File: src/rtl/core_pkg.sv
// Shared definitions for the 5-stage MIPS core: widths, ALU-op and opcode
// encodings, the decoded control bundle and a small input-cleaning helper.
package core_pkg;

  localparam int DATA_W_C = 32;
  localparam int REG_W_C  = 5;
  localparam int AOP_W_C  = 3;
  localparam int CNT_W_C  = 16;

  localparam logic [2:0] AOP_LW    = 3'b000;
  localparam logic [2:0] AOP_BEQ   = 3'b001;
  localparam logic [2:0] AOP_RTYPE = 3'b010;
  localparam logic [2:0] AOP_ADDI  = 3'b011;
  localparam logic [2:0] AOP_SLTI  = 3'b100;
  localparam logic [2:0] AOP_ANDI  = 3'b101;
  localparam logic [2:0] AOP_ORI   = 3'b110;
  localparam logic [2:0] AOP_SW    = 3'b111;

  localparam logic [5:0] OP_RTYPE = 6'h00;
  localparam logic [5:0] OP_BEQ   = 6'h04;
  localparam logic [5:0] OP_ADDI  = 6'h08;
  localparam logic [5:0] OP_SLTI  = 6'h0a;
  localparam logic [5:0] OP_ANDI  = 6'h0c;
  localparam logic [5:0] OP_ORI   = 6'h0d;
  localparam logic [5:0] OP_LW    = 6'h23;
  localparam logic [5:0] OP_SW    = 6'h2b;

  typedef struct packed {
    logic               reg_ds;
    logic               branch;
    logic               mread;
    logic               mtor;
    logic [AOP_W_C-1:0] aop;
    logic               mwrite;
    logic               alusrc;
    logic               urw;
  } ctrl_t;

  // An unknown decoder bit falls to the else branch and is stored as 0.
  function automatic logic clean_bit(input logic b);
    if (b) begin
      return 1'b1;
    end else begin
      return 1'b0;
    end
  endfunction

endpackage

File: src/rtl/hazard_detect.sv
// Load-use hazard detector: flags an ID instruction that reads the register
// a load in EX is about to write, and derives the front-end stall.
module hazard_detect
  import core_pkg::*;
#(
  parameter int REG_W = REG_W_C
) (
  input  logic             ex_valid_i,
  input  logic             ex_mread_i,
  input  logic [REG_W-1:0] ex_rt_i,
  input  logic             id_valid_i,
  input  logic [REG_W-1:0] id_rs_i,
  input  logic [REG_W-1:0] id_rt_i,
  input  logic             reg_ds_i,
  input  logic             mwrite_i,
  input  logic             branch_i,
  input  logic             flush_i,
  input  logic             hold_i,
  output logic             load_use_o,
  output logic             stall_o
);

  logic uses_rt_s;
  logic rt_nonzero_s;

  // A taken-branch flush kills the load-use bubble, so it no longer stalls.
  always_comb begin
    uses_rt_s    = reg_ds_i | mwrite_i | branch_i;
    rt_nonzero_s = (ex_rt_i != {REG_W{1'b0}});
    load_use_o   = ex_valid_i & ex_mread_i & rt_nonzero_s & id_valid_i &
                   ((ex_rt_i == id_rs_i) | ((ex_rt_i == id_rt_i) & uses_rt_s));
    stall_o      = hold_i | (load_use_o & ~flush_i);
  end

endmodule

File: src/rtl/id_ex_stage.sv
// ID/EX pipeline register with load-use bubble insertion, branch flush,
// downstream hold and a saturating count of load-use stall cycles.
module id_ex_stage
  import core_pkg::*;
#(
  parameter int DATA_W = DATA_W_C,
  parameter int REG_W  = REG_W_C,
  parameter int AOP_W  = AOP_W_C,
  parameter int CNT_W  = CNT_W_C
) (
  input  logic              clk,
  input  logic              rst_n,
  input  logic              id_valid_i,
  input  logic              RegDs_i,
  input  logic              Branch_i,
  input  logic              MRead_i,
  input  logic              MtoR_i,
  input  logic              MWrite_i,
  input  logic              ALUsrc_i,
  input  logic              Urw_i,
  input  logic [AOP_W-1:0]  AOp_i,
  input  logic [DATA_W-1:0] pc4_i,
  input  logic [DATA_W-1:0] rs_data_i,
  input  logic [DATA_W-1:0] rt_data_i,
  input  logic [DATA_W-1:0] imm_i,
  input  logic [REG_W-1:0]  rs_i,
  input  logic [REG_W-1:0]  rt_i,
  input  logic [REG_W-1:0]  rd_i,
  input  logic              flush_i,
  input  logic              hold_i,
  output logic              stall_o,
  output logic              ex_valid_o,
  output logic              RegDs_o,
  output logic              Branch_o,
  output logic              MRead_o,
  output logic              MtoR_o,
  output logic              MWrite_o,
  output logic              ALUsrc_o,
  output logic              Urw_o,
  output logic [AOP_W-1:0]  AOp_o,
  output logic [DATA_W-1:0] pc4_o,
  output logic [DATA_W-1:0] rs_data_o,
  output logic [DATA_W-1:0] rt_data_o,
  output logic [DATA_W-1:0] imm_o,
  output logic [REG_W-1:0]  rs_o,
  output logic [REG_W-1:0]  rt_o,
  output logic [REG_W-1:0]  rd_o,
  output logic [CNT_W-1:0]  stall_cnt_o
);

  logic              ex_valid_q, ex_valid_d;
  ctrl_t             ctrl_q, ctrl_d, ctrl_in_s;
  logic [DATA_W-1:0] pc4_q, pc4_d, rs_data_q, rs_data_d;
  logic [DATA_W-1:0] rt_data_q, rt_data_d, imm_q, imm_d;
  logic [REG_W-1:0]  rs_q, rs_d, rt_q, rt_d, rd_q, rd_d;
  logic [CNT_W-1:0]  stall_cnt_q, stall_cnt_d;
  logic              load_use_s;

  hazard_detect #(.REG_W(REG_W)) u_hazard (
    .ex_valid_i (ex_valid_q),
    .ex_mread_i (ctrl_q.mread),
    .ex_rt_i    (rt_q),
    .id_valid_i (id_valid_i),
    .id_rs_i    (rs_i),
    .id_rt_i    (rt_i),
    .reg_ds_i   (RegDs_i),
    .mwrite_i   (MWrite_i),
    .branch_i   (Branch_i),
    .flush_i    (flush_i),
    .hold_i     (hold_i),
    .load_use_o (load_use_s),
    .stall_o    (stall_o)
  );

  // Clean decoder bits; register write-back selects only matter with Urw set.
  always_comb begin
    ctrl_in_s        = '0;
    ctrl_in_s.reg_ds = clean_bit(RegDs_i) & clean_bit(Urw_i);
    ctrl_in_s.branch = clean_bit(Branch_i);
    ctrl_in_s.mread  = clean_bit(MRead_i);
    ctrl_in_s.mtor   = clean_bit(MtoR_i) & clean_bit(Urw_i);
    for (int i = 0; i < AOP_W; i++) begin
      ctrl_in_s.aop[i] = clean_bit(AOp_i[i]);
    end
    ctrl_in_s.mwrite = clean_bit(MWrite_i);
    ctrl_in_s.alusrc = clean_bit(ALUsrc_i);
    ctrl_in_s.urw    = clean_bit(Urw_i);
  end

  // Next state: flush beats hold, hold beats load-use bubble, else capture.
  always_comb begin
    ex_valid_d = ex_valid_q;
    ctrl_d     = ctrl_q;
    pc4_d      = pc4_q;
    rs_data_d  = rs_data_q;
    rt_data_d  = rt_data_q;
    imm_d      = imm_q;
    rs_d       = rs_q;
    rt_d       = rt_q;
    rd_d       = rd_q;
    if (flush_i) begin
      ex_valid_d = 1'b0;
      ctrl_d     = '0;
    end else if (hold_i) begin
      ex_valid_d = ex_valid_q;
    end else if (load_use_s) begin
      ex_valid_d = 1'b0;
      ctrl_d     = '0;
    end else if (id_valid_i) begin
      ex_valid_d = 1'b1;
      ctrl_d     = ctrl_in_s;
      pc4_d      = pc4_i;
      rs_data_d  = rs_data_i;
      rt_data_d  = rt_data_i;
      imm_d      = imm_i;
      rs_d       = rs_i;
      rt_d       = rt_i;
      rd_d       = rd_i;
    end else begin
      ex_valid_d = 1'b0;
      ctrl_d     = '0;
    end
  end

  // Saturating count of edges that actually insert a load-use bubble.
  always_comb begin
    stall_cnt_d = stall_cnt_q;
    if (load_use_s && !flush_i && !hold_i && (stall_cnt_q != {CNT_W{1'b1}})) begin
      stall_cnt_d = stall_cnt_q + {{(CNT_W-1){1'b0}}, 1'b1};
    end else begin
      stall_cnt_d = stall_cnt_q;
    end
  end

  // Pipeline register bank and counter with synchronous reset.
  always_ff @(posedge clk) begin
    if (!rst_n) begin
      ex_valid_q  <= 1'b0;
      ctrl_q      <= '0;
      pc4_q       <= {DATA_W{1'b0}};
      rs_data_q   <= {DATA_W{1'b0}};
      rt_data_q   <= {DATA_W{1'b0}};
      imm_q       <= {DATA_W{1'b0}};
      rs_q        <= {REG_W{1'b0}};
      rt_q        <= {REG_W{1'b0}};
      rd_q        <= {REG_W{1'b0}};
      stall_cnt_q <= {CNT_W{1'b0}};
    end else begin
      ex_valid_q  <= ex_valid_d;
      ctrl_q      <= ctrl_d;
      pc4_q       <= pc4_d;
      rs_data_q   <= rs_data_d;
      rt_data_q   <= rt_data_d;
      imm_q       <= imm_d;
      rs_q        <= rs_d;
      rt_q        <= rt_d;
      rd_q        <= rd_d;
      stall_cnt_q <= stall_cnt_d;
    end
  end

  assign ex_valid_o  = ex_valid_q;
  assign RegDs_o     = ctrl_q.reg_ds;
  assign Branch_o    = ctrl_q.branch;
  assign MRead_o     = ctrl_q.mread;
  assign MtoR_o      = ctrl_q.mtor;
  assign AOp_o       = ctrl_q.aop;
  assign MWrite_o    = ctrl_q.mwrite;
  assign ALUsrc_o    = ctrl_q.alusrc;
  assign Urw_o       = ctrl_q.urw;
  assign pc4_o       = pc4_q;
  assign rs_data_o   = rs_data_q;
  assign rt_data_o   = rt_data_q;
  assign imm_o       = imm_q;
  assign rs_o        = rs_q;
  assign rt_o        = rt_q;
  assign rd_o        = rd_q;
  assign stall_cnt_o = stall_cnt_q;

endmodule

File: config.mk
export PLATFORM = sky130hd
export DESIGN_NAME = id_ex_stage
export DESIGN_NICKNAME = d
export VERILOG_FILES = /design/src/rtl/core_pkg.sv /design/src/rtl/hazard_detect.sv /design/src/rtl/id_ex_stage.sv
export SDC_FILE = /design/constraint.sdc
export NUM_CORES = 1
export LEC_CHECK = 0
export ABC_AREA = 0
export CAP_MARGIN = 0
export CORE_MARGIN = 4
export CORE_UTILIZATION = 42
export CTS_CLUSTER_DIAMETER = 50
export CTS_CLUSTER_SIZE = 12
export DETAILED_ROUTE_END_ITERATION = 10
export PLACE_DENSITY = 0.86
export SKIP_CTS_REPAIR_TIMING = 1
export SLEW_MARGIN = 5
export SYNTH_ARGS = -nofsm -noshare
export SYNTH_HDL_FRONTEND = slang
export SYNTH_SLANG_ARGS = --single-unit
File: constraint.sdc
create_clock -name clk -period 5.9 [get_ports clk]
set_clock_uncertainty 0.15 [all_clocks]
set_input_delay 0.59 -clock clk [delete_from_list [all_inputs] [get_ports clk]]
set_output_delay 0.59 -clock clk [all_outputs]
set_load 0.005 [all_outputs]
Word level (Yosys, flattened, before mapping)
Index checks and enable logic that the tools add are counted.
Operators by class
  multiplexer cells: 14
  $add $sub $neg: 1
  equal/unequal tests: 3
  reductions and logical operators: 8
  bitwise logic cells: 16
Operator list (number)
  $mux W10: 2
  $add A16 B1 Y16 const B: 1
  $ne A16 B16 Y1 const B: 1
  $mux W1: 12
  $eq A5 B5 Y1: 2
  $and A1 B1 Y1: 8
  $reduce_bool A5 Y1: 1
  $not A1 Y1: 4
  $or A1 B1 Y1: 4
  $reduce_and A4 Y1: 1
  $logic_and A1 B1 Y1: 3
  $logic_not A1 Y1: 2
  $reduce_or A2 Y1: 1
Word-level totals
  register bits after elaboration: 170

Longest topological paths before layout
Gate-level depths: netlist (run 1).
  depth in word-level cells: 8
  gate-level depth with buffers: 9

Hierarchy
Synthesis (run 1) repeated with hierarchy kept, for this count alone.
Unflattened totals
  cell total of the unflattened synthesis: 786
  area total of the unflattened synthesis: 6321.1 sq um
Modules (own cells, without submodules)
  id_ex_stage: cells an instance 764, seq. area each 3403.3 sq um, area an instance 6154.7 sq um, times used 1
  hazard_detect: cells an instance 22, seq. area each 0.0 sq um, area an instance 166.4 sq um, times used 1

Worst setup path before layout (run 1)
No wires, ideal clock.
  path kind: input -> register
  from: in rt_i[0]
  to: reg stall_cnt_q[12] (netlist: stall_cnt_o[12])
  data arrival time: 2046 ps
  cell stages on the path: 6
  required time: 5632 ps
  path slack: 3586 ps
  cells stage by stage: xnor2_1 -> nand4_1 -> o22ai_2 -> nand3_1 -> or4_1 -> mux2i_1
Between the ends
  word-level cells in the longest chain between the ends: 7
Ends and longest elaborated chain
  start, declared: RTL line id_ex_stage.sv:27  | input logic [REG_W-1:0] rt_i,
  $eq A5 B5 Y1: RTL line hazard_detect.sv:31  | ((ex_rt_i == id_rs_i) | ((ex_rt_i == id_rt_i) & uses_rt_s));
  $and A1 B1 Y1: RTL line hazard_detect.sv:31
  $or A1 B1 Y1: RTL line hazard_detect.sv:31
  $and A1 B1 Y1: RTL line hazard_detect.sv:30  | load_use_o = ex_valid_i & ex_mread_i & rt_nonzero_s & id_valid_i &
  $logic_and A1 B1 Y1 (3 in series): RTL line id_ex_stage.sv:128  | if (load_use_s && !flush_i && !hold_i && (stall_cnt_q != {CNT_W{1'b1}})) begin
  end signal, assigned: RTL line id_ex_stage.sv:147  | stall_cnt_q <= {CNT_W{1'b0}};
  end signal, assigned: RTL line id_ex_stage.sv:158  | stall_cnt_q <= stall_cnt_d;
  end, declared: RTL line id_ex_stage.sv:56  | logic [CNT_W-1:0] stall_cnt_q, stall_cnt_d;
No other way between the ends.
A chain may end at the register's enable or synchronous reset.

Worst setup path after layout (run 1)
  from: in rt_i[3]
  to: out stall_o
Between the ends
  word-level cells in the longest chain between the ends: 6
Ends and longest elaborated chain
  $eq A5 B5 Y1: RTL line hazard_detect.sv:31
  $and A1 B1 Y1: RTL line hazard_detect.sv:31
  $or A1 B1 Y1: RTL line hazard_detect.sv:31
  $and A1 B1 Y1: RTL line hazard_detect.sv:30
  $and A1 B1 Y1: RTL line hazard_detect.sv:32  | stall_o = hold_i | (load_use_o & ~flush_i);
  $or A1 B1 Y1: RTL line hazard_detect.sv:32
  end, declared: RTL line id_ex_stage.sv:31  | output logic stall_o,
No other way between the ends.

==> results of run 1 <==
worst register-to-register path: stages, from the launching register on:
cell and delay (ns):
dfxtp_1 0.36, or4_1 0.58, o2111ai_2 0.29, inv_2 0.10, a21oi_4 0.88, buf_12 0.47, o21ai_0 0.34
registers in the layout, summed over array words and instances, names as in the netlist:
name / flops
rt_data_o: 32
stall_cnt_o: 16
MRead_o: 1
ex_valid_o: 1
ALUsrc_o: 1
imm_o: 32
Urw_o: 1
pc4_o: 32
rs_o: 5
MtoR_o: 1
RegDs_o: 1
MWrite_o: 1
rt_o: 5
AOp_o: 3
rd_o: 5
Branch_o: 1
rs_data_o: 32
cell families (layout without fill, tap and decap cells):
kind of cell	count (synthesis)	after routing	share of synthesized area
flops	170	170	0.519
buf+inv	72	367	0.0597
simple gates	349	349	0.245
xor+xnor	16	16	0.0214
compound gates	173	173	0.149
mux	3	3	0.00458
fa+ha+maj	1	1	0.00191
report_power, final:
part	internal [mW]	switching, mW	total, mW
registers	1.18	0.0189	1.20
clock network	0.669	0.470	1.14
logic	0.174	0.110	0.283
total	2.03	0.599	2.62
Yosys cell counts (2+ instances only):
library cell / n / area (um2)
o21ai_0: 86 / 430
clkbuf_2: 4 / 20.0
o31ai_1: 4 / 30.0
inv_1: 3 / 11.3
and2_1: 7 / 43.8
mux2i_1: 3 / 30.0
nand4_1: 5 / 31.3
or4_1: 4 / 30.0
clkbuf_1: 45 / 169
nand3_1: 154 / 771
o41ai_1: 2 / 17.5
a22o_1: 8 / 70.1
nor4_1: 3 / 18.8
a32o_1: 2 / 20.0
xnor2_1: 16 / 140
o21ai_1: 59 / 295
a21boi_0: 3 / 22.5
buf_4: 5 / 37.5
and3_1: 3 / 18.8
nor2_1: 3 / 11.3
dfxtp_1: 170 / 3400
nand2b_1: 4 / 25.0
buf_6: 13 / 146
o311ai_0: 2 / 17.5
nand2_1: 159 / 597
final timing paths:
kind                            slack [ns]  depth (start not counted)   endpoint
worst max-delay path                  2.54                          7    stall_o
worst min-delay path                  0.29                          2  imm_o[27]
worst max register to register        2.59                          6   pc4_o[7]
worst min register to register        0.29                          2  imm_o[27]
per-layer routing:
layer | vias to the layer above | global-route usage | wire length, um
met5 | - | 0 | 13
met4 | 2 | 0.0722 | 446
met1 | 2923 | 0.240 | 7810
met3 | 31 | 0.0882 | 1710
met2 | 219 | 0.363 | 9720
li1 | 3270 | - | -
layout make-up:
type                            instances  share of cell area
Sequential cell                       170               0.327
Inverter                                4             0.00144
Clock buffer                           18              0.0413
Clock inverter                         14              0.0163
Tap cell                              211              0.0254
Multi-Input combinational cell        542               0.266
Timing Repair Buffer                  331               0.322
==> flow_metrics.tcl, run 1 <==
set metrics [dict create \
    die_y_um 133 \
    dp_slack_ns 2.28 \
    diodes 0 \
    max-cap-violations 0 \
    layout_commonest_cell "clkdlybuf4s50_1" \
    cellPowerDensity_nw_per_um2 252 \
    slowest_delay_ns 0.52 \
    row_count 45 \
    synth_edf_count 0 \
    hp-start "imm_o[27]" \
    stdcell_count 1290 \
    yosysSeqAreaShare 0.519 \
    setup-violations-final 0 \
    gp_congestion 0.789 \
    ys_types 42 \
    drv_slew 0 \
    drc 0 \
    via_count 6445 \
    rsz0062_at_grt "false" \
    syn_nets 943 \
    worstMarginPinSlew_ns 1.13 \
    final_cell_area_um2 10400 \
    period_share 0.569 \
    grt_use_total 0.213 \
    htree_levels 4 \
    rr_startpoint "rt_o[0]" \
    area_growth_pct 58.4 \
    netlist_instances 784 \
    cp-end-kind "output pin" \
    startpoint_type "primary input" \
    p_total_mw 2.62 \
    place_area_um2 9790 \
    max_freq_ghz 0.298 \
    setup_ws_ns 2.54 \
    fillCellCount 1215 \
    dominantRegCellSynth "dfxtp_1" \
    cp_max_fo 9 \
    status "finished, final reports clean" \
    clk_pin_slew_worst_paths_ns 0.06 \
    cellLeakagePower_nw 3.55 \
    cp-startpoint "rt_i[3]" \
    firstDrtPassIters 4 \
    period_minus_slack_ns 3.36 \
    coreArea_um2 15300 \
    slowest_stage "clkdlybuf4s50_1" \
    tritoncts "yes" \
    crit_top_cell "clkdlybuf4s50_1" \
    cp_data_arrival_time_ns 2.62 \
    avgSynthCellArea_um2 8.37 \
    cts-root-buf "clkbuf_16" \
    final_cell_mix "clkdlybuf4s50_1, dfxtp_1, nand2_1" \
    crit_type "in -> out" \
    clkSinkCount 170 \
    path_cells "clkdlybuf4s50_1, xnor2_1, o31ai_1, o22ai_2, nand2_1, o21bai_1, clkdlybuf4s50_1" \
    fin_tns_setup_ns 0 \
    via_per_inst 5.00 \
    antenna_found_initial 1 \
    async_flop_share 0 \
    multi_input_area_um2 2770 \
    antenna_left 0 \
    hpwlAfterDp_um 13700 \
    hold_violations 0 \
    placedCellCount 1258 \
    die-area_um2 17700 \
    io_buffer_count 328 \
    crit_family "buffers and inverters" \
    synth_seq_cells 170 \
    grt_pass1_vias 5932 \
    fin_util 0.681 \
    initial_core_util 0.430 \
    grt_max_degree 168 \
    layout-drive-gt1-share 0.0380 \
    slew_headroom 0.246 \
    layout.nets 1225 \
    cts_buffers 17 \
    vdd_ir_drop_max_uv 249 \
    grt.overflow.total 0 \
    syn_area_um2 6560 \
    drt-total-wl_um 19700 \
    holdWs_ns 0.295 \
    cts_max_path_buffers 2 \
    drt_iter0_markers 430 \
    grt_pass1_wl_um 30400 \
    clk_latency_ns 0.41 \
    hold_path.class "reg -> reg" \
    ys_warn_count 0 \
    seq_area_um2 3400 \
    worst-path-buf-inv 2 \
    cp_data_required_time_ns 5.16 \
    wl_per_cell_um 15.3 \
    io_pins 329 \
    die_width_um 133 \
]
Power figures use the tool's default switching activity.
==> run 2: changes to the inputs <==
- CORE_UTILIZATION: 42 -> 36
- PLACE_DENSITY: 0.86 -> 0.79
- clock period: 5.9 -> 2.8 ns (I/O delays scaled with it)
==> run 2 against run 1 <==
Against the previous run:
- setup slack got worse by 2.5 ns
- critical path depth decreased by 1
- sequential share of layout area shrank 0.55 points
- sequential power grew 110%
- power grew 110%
- combinational power is 120% higher
- via count grew 1.7%
- register-to-register slack worse by 2.3 ns
- die area rose by 16%
- worst hold slack got worse by 0.076 ns
==> flow_metrics.tcl, run 2 (synthesized netlist as in run 1, its figures left out) <==
set metrics [dict create \
    status "finished, final reports clean" \
    initial_core_util 0.365 \
    cts-root-buf "clkbuf_16" \
    clk_pin_slew_worst_paths_ns 0.07 \
    io_buffer_count 328 \
    row_count 49 \
    diodes 0 \
    cp_data_required_time_ns 2.37 \
    grt_pass1_vias 6208 \
    area_growth_pct 61.2 \
    die_y_um 143 \
    die_width_um 143 \
    hold_path.class "in -> reg" \
    hold-path-endpoint "pc4_o[30]" \
    gp_congestion 0.822 \
    r2r.worst_path.cells 7 \
    r2r_slack_ns 0.31 \
    hold_violations 0 \
    clk_latency_ns 0.42 \
    setup-violations-final 0 \
    worstHoldPathCells 3 \
    rr_startpoint "rt_o[3]" \
    drt_iter0_markers 293 \
    wl_per_cell_um 15.2 \
    slew_headroom 0.661 \
    worstMarginPinSlew_ns 0.503 \
    grt_use_total 0.191 \
    drt-total-wl_um 20100 \
    fin_util 0.589 \
    reg2reg_to "stall_cnt_o[5]" \
    via_per_inst 4.97 \
    cellLeakagePower_nw 3.61 \
    firstDrtPassIters 5 \
    final_cell_mix "clkdlybuf4s50_1, dfxtp_1, nand2_1" \
    hpwlAfterDp_um 14500 \
    crit_type "reg -> out" \
    dp_slack_ns 0.220 \
    cellPowerDensity_nw_per_um2 517 \
    via_count 6554 \
    drc 0 \
    holdWs_ns 0.218 \
    htree_levels 4 \
    layout_commonest_cell "clkdlybuf4s50_1" \
    period_minus_slack_ns 2.71 \
    grt_max_degree 117 \
    io_pins 329 \
    cp-startpoint "rt_o[0]" \
    cp_data_arrival_time_ns 2.28 \
    grt.overflow.total 0 \
    cts_buffers 17 \
    coreArea_um2 18000 \
    antenna_left 0 \
    hp-start "rst_n" \
    layout.nets 1237 \
    vdd_ir_drop_max_uv 404 \
    cp_max_fo 5 \
    max_freq_ghz 0.369 \
    tritoncts "yes" \
    setup_ws_ns 0.0871 \
    grt_pass1_wl_um 31500 \
    startpoint_type "flip-flop" \
    layout-drive-gt1-share 0.0513 \
    die-area_um2 20400 \
    drv_slew 0 \
    clkSinkCount 170 \
    cp-end-kind "output pin" \
    antenna_found_initial 2 \
    period_share 0.969 \
    cts_max_path_buffers 2 \
    max-cap-violations 0 \
]
run 2: cell types whose count changed in the layout (fill, tap and decap cells not counted), sizes merged:
cell and delta:
bufinv -2, clkinvlp +2, clkinv -1, clkbuf +1, buf +12
run 2: where the power goes:
part           internal (mW)  switching, mW
Clock                   1.27           1.04
Sequential              2.49         0.0410
Combinational          0.384          0.237
Total                   4.15           1.32
run 2: stage by stage:
step	setup TNS, ns	cell area (um2)	power, mW	std cells
finish	0	10600	5.46	1320
global route	-0.000302	10600	5.70	1320
CTS	-0.0540	10600	5.53	1319
detailed placement	0	9970	3.21	1287
global placement	0	9970	3.20	1287
floorplan	0	6560	2.78	784
run 2: layout make-up:
class	count	area (um2)
fillers	1566	7390
clock buffers	19	443
flip-flops and latches	170	3410
well taps	229	287
clock inverters	13	135
multi-input cells	542	2780
inverters	4	15.0
repair buffers	343	3510
run 2: how the worst max path moves through the flow:
| stage | cells past startpoint | to | slack (ns) |
|---|---|---|---|
| finish | 6 | stall_o | 0.09 |
| global route | 6 | stall_o | -0.0003 |
| CTS | 6 | stall_o | -0.05 |
| detailed placement | 8 | stall_cnt_o[5] | 0.22 |
| global placement | 8 | stall_cnt_o[5] | 0.27 |
| floorplan | 9 | imm_o[0] | 0.56 |
run 2: worst max-delay path: stages (launching register included):
cell             delay, ns
dfxtp_2               0.35
or4_4                 0.58
o2111ai_4             0.23
inv_2                 0.09
nand2_1               0.09
o21bai_1              0.06
clkdlybuf4s50_1       0.47
run 2: layer usage:
| metal | GRT usage | part of all wire | up-vias |
|---|---|---|---|
| met5 | 0 | 0.0010 | - |
| met4 | 0.0825 | 0.031 | 4 |
| met3 | 0.0707 | 0.086 | 45 |
| met2 | 0.315 | 0.49 | 211 |
| met1 | 0.224 | 0.40 | 2995 |
| li1 | - | - | 3299 |
